<file path="src/rtl/l2_lrsc_requester.sv">
// Per-port LR/SC/AMO/load/store initiator into the L2 arbiter.
// Holds a shadow reservation so a doomed SC fails locally without an L2 request.
module l2_lrsc_requester #(
    parameter int unsigned     ID_W       = 1,
    parameter logic [ID_W-1:0] PORT_ID    = '0,
    parameter int unsigned     LR_TIMEOUT = 64
) (
    input  logic            clk_i,
    input  logic            rst_ni,

    input  logic            core_req_i,
    output logic            core_ready_o,
    input  logic [2:0]      core_op_i,
    input  logic [29:0]     core_addr_i,
    input  logic [31:0]     core_wdata_i,
    output logic            core_done_o,
    output logic [31:0]     core_rdata_o,
    output logic            core_sc_result_o,

    output logic            l2_request_o,
    input  logic            l2_ack_i,
    output logic [29:0]     l2_addr_o,
    output logic [ID_W-1:0] l2_id_o,
    output logic            l2_lr_o,
    output logic            l2_sc_o,
    output logic            l2_store_o,
    output logic [31:0]     l2_wdata_o,
    input  logic            l2_abort_i,
    input  logic            l2_rd_valid_i,
    input  logic [31:0]     l2_rd_data_i,

    input  logic            inv_valid_i,
    input  logic [29:0]     inv_addr_i
);

    localparam int unsigned CntW = (LR_TIMEOUT > 0) ? $clog2(LR_TIMEOUT + 1) : 1;
    localparam logic [CntW-1:0] CntMax = CntW'(LR_TIMEOUT);

    localparam logic [2:0] OpLoad  = 3'd0;
    localparam logic [2:0] OpStore = 3'd1;
    localparam logic [2:0] OpLr    = 3'd2;
    localparam logic [2:0] OpSc    = 3'd3;
    localparam logic [2:0] OpAmo   = 3'd4;

    typedef enum logic [2:0] {StIdle, StReq, StWaitRd, StLfail, StDone} state_e;

    state_e          state_q, state_d;
    logic [2:0]      op_q, op_d;
    logic [29:0]     addr_q, addr_d;
    logic [31:0]     wdata_q, wdata_d;
    logic [31:0]     rdata_q, rdata_d;
    logic            sc_res_q, sc_res_d;
    logic            res_valid_q, res_valid_d;
    logic [29:0]     res_addr_q, res_addr_d;
    logic [CntW-1:0] cnt_q, cnt_d;

    logic            sc_clear, lr_set, wr_clear, inv_hit, res_hit;
    logic [CntW-1:0] cnt_nxt;

    assign res_hit = res_valid_q && (res_addr_q == core_addr_i);
    assign inv_hit = inv_valid_i && (inv_addr_i == res_addr_q);
    assign cnt_nxt = cnt_q + 1'b1;

    always_comb begin
        state_d  = state_q;
        op_d     = op_q;
        addr_d   = addr_q;
        wdata_d  = wdata_q;
        rdata_d  = rdata_q;
        sc_res_d = sc_res_q;
        sc_clear = 1'b0;
        lr_set   = 1'b0;
        wr_clear = 1'b0;

        unique case (state_q)
            StIdle: begin
                if (core_req_i) begin
                    op_d     = (core_op_i > OpAmo) ? OpLoad : core_op_i;
                    addr_d   = core_addr_i;
                    wdata_d  = core_wdata_i;
                    sc_res_d = 1'b0;
                    if (core_op_i == OpSc) begin
                        sc_clear = 1'b1;
                        state_d  = res_hit ? StReq : StLfail;
                    end else begin
                        state_d = StReq;
                    end
                end
            end
            StReq: begin
                if (l2_ack_i) begin
                    case (op_q)
                        OpStore: state_d = StDone;
                        OpSc: begin
                            sc_res_d = l2_abort_i;
                            state_d  = StDone;
                        end
                        default: state_d = StWaitRd;
                    endcase
                    lr_set   = (op_q == OpLr);
                    wr_clear = ((op_q == OpStore) || (op_q == OpAmo)) && (addr_q == res_addr_q);
                end
            end
            StWaitRd: begin
                if (l2_rd_valid_i) begin
                    rdata_d = l2_rd_data_i;
                    state_d = StDone;
                end
            end
            StLfail: begin
                sc_res_d = 1'b1;
                state_d  = StDone;
            end
            StDone: state_d = StIdle;
            default: state_d = StIdle;
        endcase
    end

    // Reservation: an LR ack overrides older state, but a same-cycle invalidate of it still wins.
    always_comb begin
        res_valid_d = res_valid_q;
        res_addr_d  = res_addr_q;
        cnt_d       = cnt_q;
        if (res_valid_q && (LR_TIMEOUT != 0)) begin
            if (cnt_q != '1) begin
                cnt_d = cnt_nxt;
            end
            if (cnt_nxt == CntMax) begin
                res_valid_d = 1'b0;
            end
        end
        if (inv_hit || wr_clear || sc_clear) begin
            res_valid_d = 1'b0;
        end
        if (lr_set) begin
            res_addr_d  = addr_q;
            cnt_d       = '0;
            res_valid_d = !(inv_valid_i && (inv_addr_i == addr_q));
        end
    end

    always_ff @(posedge clk_i or negedge rst_ni) begin
        if (!rst_ni) begin
            state_q     <= StIdle;
            op_q        <= OpLoad;
            addr_q      <= '0;
            wdata_q     <= '0;
            rdata_q     <= '0;
            sc_res_q    <= 1'b0;
            res_valid_q <= 1'b0;
            res_addr_q  <= '0;
            cnt_q       <= '0;
        end else begin
            state_q     <= state_d;
            op_q        <= op_d;
            addr_q      <= addr_d;
            wdata_q     <= wdata_d;
            rdata_q     <= rdata_d;
            sc_res_q    <= sc_res_d;
            res_valid_q <= res_valid_d;
            res_addr_q  <= res_addr_d;
            cnt_q       <= cnt_d;
        end
    end

    assign core_ready_o     = (state_q == StIdle);
    assign core_done_o      = (state_q == StDone);
    assign core_rdata_o     = rdata_q;
    assign core_sc_result_o = sc_res_q;

    assign l2_request_o = (state_q == StReq);
    assign l2_addr_o    = addr_q;
    assign l2_wdata_o   = wdata_q;
    assign l2_id_o      = PORT_ID;
    assign l2_lr_o      = l2_request_o && (op_q == OpLr);
    assign l2_sc_o      = l2_request_o && (op_q == OpSc);
    assign l2_store_o   = l2_request_o && ((op_q == OpStore) || (op_q == OpSc) || (op_q == OpAmo));

endmodule

</file>
<file path="config.mk">
export PLATFORM = sky130hd
export DESIGN_NAME = l2_lrsc_requester
export DESIGN_NICKNAME = d
export VERILOG_FILES = /design/src/rtl/l2_lrsc_requester.sv
export SDC_FILE = /design/constraint.sdc
export NUM_CORES = 1
export LEC_CHECK = 0
export ABC_AREA = 1
export CORE_ASPECT_RATIO = 0.5
export CORE_MARGIN = 2
export CORE_UTILIZATION = 47
export CTS_CLUSTER_DIAMETER = 80
export CTS_CLUSTER_SIZE = 12
export DETAILED_ROUTE_END_ITERATION = 16
export PLACE_DENSITY = 0.82
export SLEW_MARGIN = 15
export SYNTH_ARGS = -nofsm -noshare
export SYNTH_HDL_FRONTEND = slang
export SYNTH_SLANG_ARGS = --single-unit
</file>
<file path="constraint.sdc">
create_clock -name clk_i -period 1.55 [get_ports clk_i]
set_input_delay 0.155 -clock clk_i [delete_from_list [all_inputs] [get_ports clk_i]]
set_output_delay 0.155 -clock clk_i [all_outputs]
set_load 0.02 [all_outputs]
</file>
# Yosys cells after proc, flatten, opt, wreduce, memory -nomap -nowiden
# Cells that the tools add are included.
# classes
n_eq_ne	19
n_addsub	1
n_lt_le_gt_ge	1
muxes	26
reduce_logical	23
# ops
op	count
$eq 30x30->1	4
$mux 7	3
$eq 3x2->1 const B	5
$mux 3	5
$mux 1	14
$pmux 3 s4	1
$add 7x1->7 const B	1
$eq 7x7->1 const B	1
$logic_and 1x1->1	7
$ne 7x7->1 const B	1
$eq 3x1->1 const B	2
$eq 3x3->1 const B	2
$reduce_and 2->1	3
$logic_or 1x1->1	5
$mux 2	2
$ne 2x1->1 const B	2
$ne 2x2->1 const B	2
$reduce_and 4->1	1
$reduce_bool 2->1	2
$gt 3x3->1 const B	1
$logic_not 3->1	1
$pmux 1 s3	1
$reduce_and 3->1	1
$reduce_bool 3->1	1
2 further kinds	2
# totals
reg_bits	139

# Depth between registers and ports, before layout
# logic_depth
word_depth	9
depth_mapped	13
depth_no_buf	13

# Worst setup path before layout
# No wires, ideal clock.
# synth_path
kind	register -> register
startpoint	register state_q[2]
endpoint	register res_addr_q[15]
setup_time_ns	0.120
stages_incl_launch_ff	11
arrival_ns	1.572
period_less_slack_ns	1.692
path_slack_ns	-0.142
required_time_ns	1.430
path_buffers	2
cell_sequence	dfrtp_1 -> inv_2 -> nand2_2 -> nor2_4 -> inv_2 -> nor3_4 -> nand2_2 -> buf_6 -> buf_6 -> nand2_1 -> o21ai_2
# synth_via
elab_chain_cells	2
# synth_rtl
element	line_no	text
start: declaration	47	state_e state_q, state_d;
start signal: assignment	144	state_q <= StIdle;
start signal: assignment	154	state_q <= state_d;
$eq 3x1->1	-	
via l2_request_o	20	output logic l2_request_o,
$mux 1	75	unique case (state_q)
end signal: assignment	161	res_addr_q <= res_addr_d;
end: declaration	54	logic [29:0] res_addr_q, res_addr_d;
# The timed path passes the listed nets, and every way through them passes these cells.
# A chain may end at the register's enable or synchronous reset.

# Worst setup path in the final report
# layout_path
startpoint	register state_q[0]
endpoint	register res_addr_q[0]
# layout_via
elab_chain_cells	2
# layout_rtl
element	line_no
$eq 3x1->1	75
$mux 1	75
# Every way passes these cells.

==> metrics.md <==
| Metric | Value |
|---|---|
| Synth warn | `0` |
| Post-synth EDFFs | `0` |
| P per Cell Area | `2030 mW/mm²` |
| CP Class | `register to register` |
| Post-synth top cells | `nand2_1, dfrtp_1, inv_1, nor2_1, o21ai_0` |
| Initial core utilization | `47.9%` |
| Peak supply drop | `1.03 mV` |
| Most used DFF post-synth | `dfrtp_1` |
| Cell with the most instances after synthesis | `nand2_1` |
| Worst path cell trace | `buf_6, nand2_4, nor2_4, inv_4, nor3_4, buf_6, nand2_8, inv_8, buf_12, nand2_2, o21ai_1` |
| Synth Net Count | `1083` |
| Count of buffers from port buffering | `234` |
| Yosys top cell area share | `47.3%` |
| Beginning of the worst register-to-register path | `state_q[0]` |
| First-pass GRT wire length | `42000 µm` |
| Worst slack, placed | `-145 ps` |
| Least-Margin Pin Slew | `707 ps` |
| Crit path time final | `1900 ps` |
| Top cells by area, synth | `dfrtp_1, nand2_1, inv_1, mux2_2, o21ai_0` |
| Average vias per placed instance | `5.79` |
| Crit-path max FO | `8` |
| Cell mode on critical path | `buf_6` |
| Diode count | `0` |
| RSZ-0062 raised after global routing | `true` |
| Seq/Total Area, Yosys | `47.3%` |
| Initial antenna violation count | `0` |
| Clock buffer count from CTS | `17` |
| Clock Path Buffers | `2` |
| Period utilisation layout | `122%` |
| Pleak | `6.43 nW` |
| Maxcap violations | `0` |
| Vias post-DR | `8601` |
| Post-Syn Instances | `947` |
| Layout area overhead | `68.1%` |
| HPWL after DPL | `16800 µm` |
| Nature of the critical path startpoint | `register` |
| Post-synthesis register bit count | `139` |
| DRT iter0 DRCs | `1068` |
| Wirelength per Cell | `21.4 µm` |
| Sum Neg Setup Slack | `-17790 ps` |
| Flop2flop setup slack | `-350 ps` |
| Fin area | `0.0124 mm²` |
| Worst relative slew slack | `52.4%` |
| Later-pin clock latency in the skew report | `430 ps` |
| Post-synthesis cell area | `0.00736 mm²` |
| WP data arrival | `2230 ps` |
| Asr flop ratio synth | `100%` |
| Clock skew | `11.8 ps` |
| WHS | `213 ps` |
| PnR Total Power | `25.2 mW` |
| Cell taking the most area after synthesis | `dfrtp_1` |
| Clock slew at reported path FFs | `70 ps` |
| Die width | `181 µm` |
| Reg2Reg Depth | `11` |
| Routability cong. | `0.916` |
| Final Worst Setup Slack | `-345 ps` |
| Largest net degree at the start of global routing | `45` |
| DIE AREA | `0.0167 mm²` |
| Worst stage delay on the critical path | `410 ps` |
| Core area | `0.0154 mm²` |
| Share of cells above drive strength 1 | `25.0%` |
| End of the worst register-to-register path | `res_addr_q[0]` |
| Overall die height | `92.5 µm` |
| CP Data Required Time | `1890 ps` |
| Row cnt | `32` |
| Grt ovf | `0` |
| DRC violations left | `0` |
| CP endpoint kind | `register` |
| Failing checks | `setup timing` |
| Clock sink count | `139` |
| H-tree levels | `4` |
| Drt first pass iters | `9` |
| Vias in the first global route | `8173` |
| Slowest cell on crit path | `dfrtp_1` |
| Hold Path Class | `primary input to asynchronous set/reset pin` |
| Root Driver | `clkbuf_16` |
| Fmax | `528 MHz` |
| Gr usage total | `32.2%` |
| Detail Route Antenna Nets | `0` |
| Synth unique cells | `32` |
| CTS tree | `built` |
| Endpoints failing setup | `135` |
| I/O Pins | `236` |
| Syn avg cell area | `7.77 µm²` |
| NumNets Final | `1405` |
| Outcome | `finished, violations left` |
| Placed cell areas | `0.0102 mm²` |
| Fin. Hold Viols | `0` |
| Detailed Route WL | `31800 µm` |
| Slew Limit Fails | `0` |
## layer usage
| layer | part of all wire, % | global-route usage, % | vias up |
|---|---|---|---|
| met2 | 46 | 53.8 | 694 |
| li1 | - | - | 3606 |
| met1 | 36 | 38.8 | 4065 |
| met4 | 6.9 | 17.3 | 0 |
| met3 | 11 | 8.49 | 236 |
| met5 | 0 | 0 | - |
## sequential cells by signal, summed over array words and instances, names as in the netlist
signal	count
res_addr_q	30
l2_addr_o	30
core_rdata_o	32
cnt_q	7
res_valid_q	1
op_q	3
core_sc_result_o	1
state_q	3
l2_wdata_o	32
## critical path: cells and delay by family (launching register included)
family,cells,cell delay (ps)
AO/OA/AOI/OAI,1,110
buffers and inverters,5,610
flip-flops,1,410
AND/OR/NAND/NOR,5,650
## power breakdown
group          internal [mW]  switching, mW  total (mW)
clock network           2.11           1.93        4.04
logic                   6.30           7.76        14.1
registers               5.29           1.77        7.05
total                   13.7           11.5        25.2
## area by class of cell
type / instances / area [µm²]
Multi-Input combinational cell: 665 / 3920
Timing Repair Buffer: 326 / 3690
Sequential cell: 139 / 3490
Fill cell: 870 / 3000
Inverter: 120 / 470
Clock buffer: 17 / 425
Tap cell: 204 / 255
Clock inverter: 15 / 128
## cells in the final DEF, fill, tap and decap left out, drive strengths merged, types with 25 or more instances in the layout
cell type	Yosys	final
nor2	61	61
mux2	32	32
dfrtp	139	139
nand2	383	384
dlygate4sd2	0	56
o21ai	69	69
buf	15	93
inv	120	130
xnor2	25	25
clkdlybuf4s50	0	137
dlymetal6s2s	0	34
## timing repair
action / CTS / global route
setup endpoints to repair: 178 / 166
pin swaps: 4 / 55
hold buffers: 1 / 0
cloned: 16 / 6
buffers inserted: 18 / 14
gates resized for setup: 163 / 227
hold endpoints to repair: 33 / 0
## logic make-up (layout without fill, tap and decap cells)
| kind of cell | count (synthesis) | after routing | synth area share [%] |
|---|---|---|---|
| XOR/XNOR | 42 | 42 | 5.00 |
| multiplexers | 32 | 32 | 4.90 |
| adder cells (fa/ha/maj) | 2 | 2 | 0.340 |
| other | 1 | 1 | 0.0509 |
| AND/OR/NAND/NOR | 493 | 494 | 26.7 |
| buffers and inverters | 144 | 478 | 8.06 |
| AO/OA/AOI/OAI | 94 | 94 | 7.73 |
| flip-flops | 139 | 139 | 47.3 |
## worst max-delay path by stage
stage | startpoint | endpoint | cells past startpoint
after detailed placement | core_addr_i[7] | state_q[1] | 14
final | state_q[0] | res_addr_q[0] | 11
after CTS | state_q[0] | res_addr_q[10] | 10
after global placement | op_q[2] | l2_store_o | 7
after floorplan | state_q[2] | res_addr_q[15] | 10
after global routing | state_q[0] | res_addr_q[0] | 11
## metrics by stage
stage               instances  util, %
global route             1486     80.5
floorplan                 947        -
finish                   1486     80.5
CTS                      1471     75.4
global placement         1404     66.5
detailed placement       1404     66.5
Power figures use the tool's default switching activity.
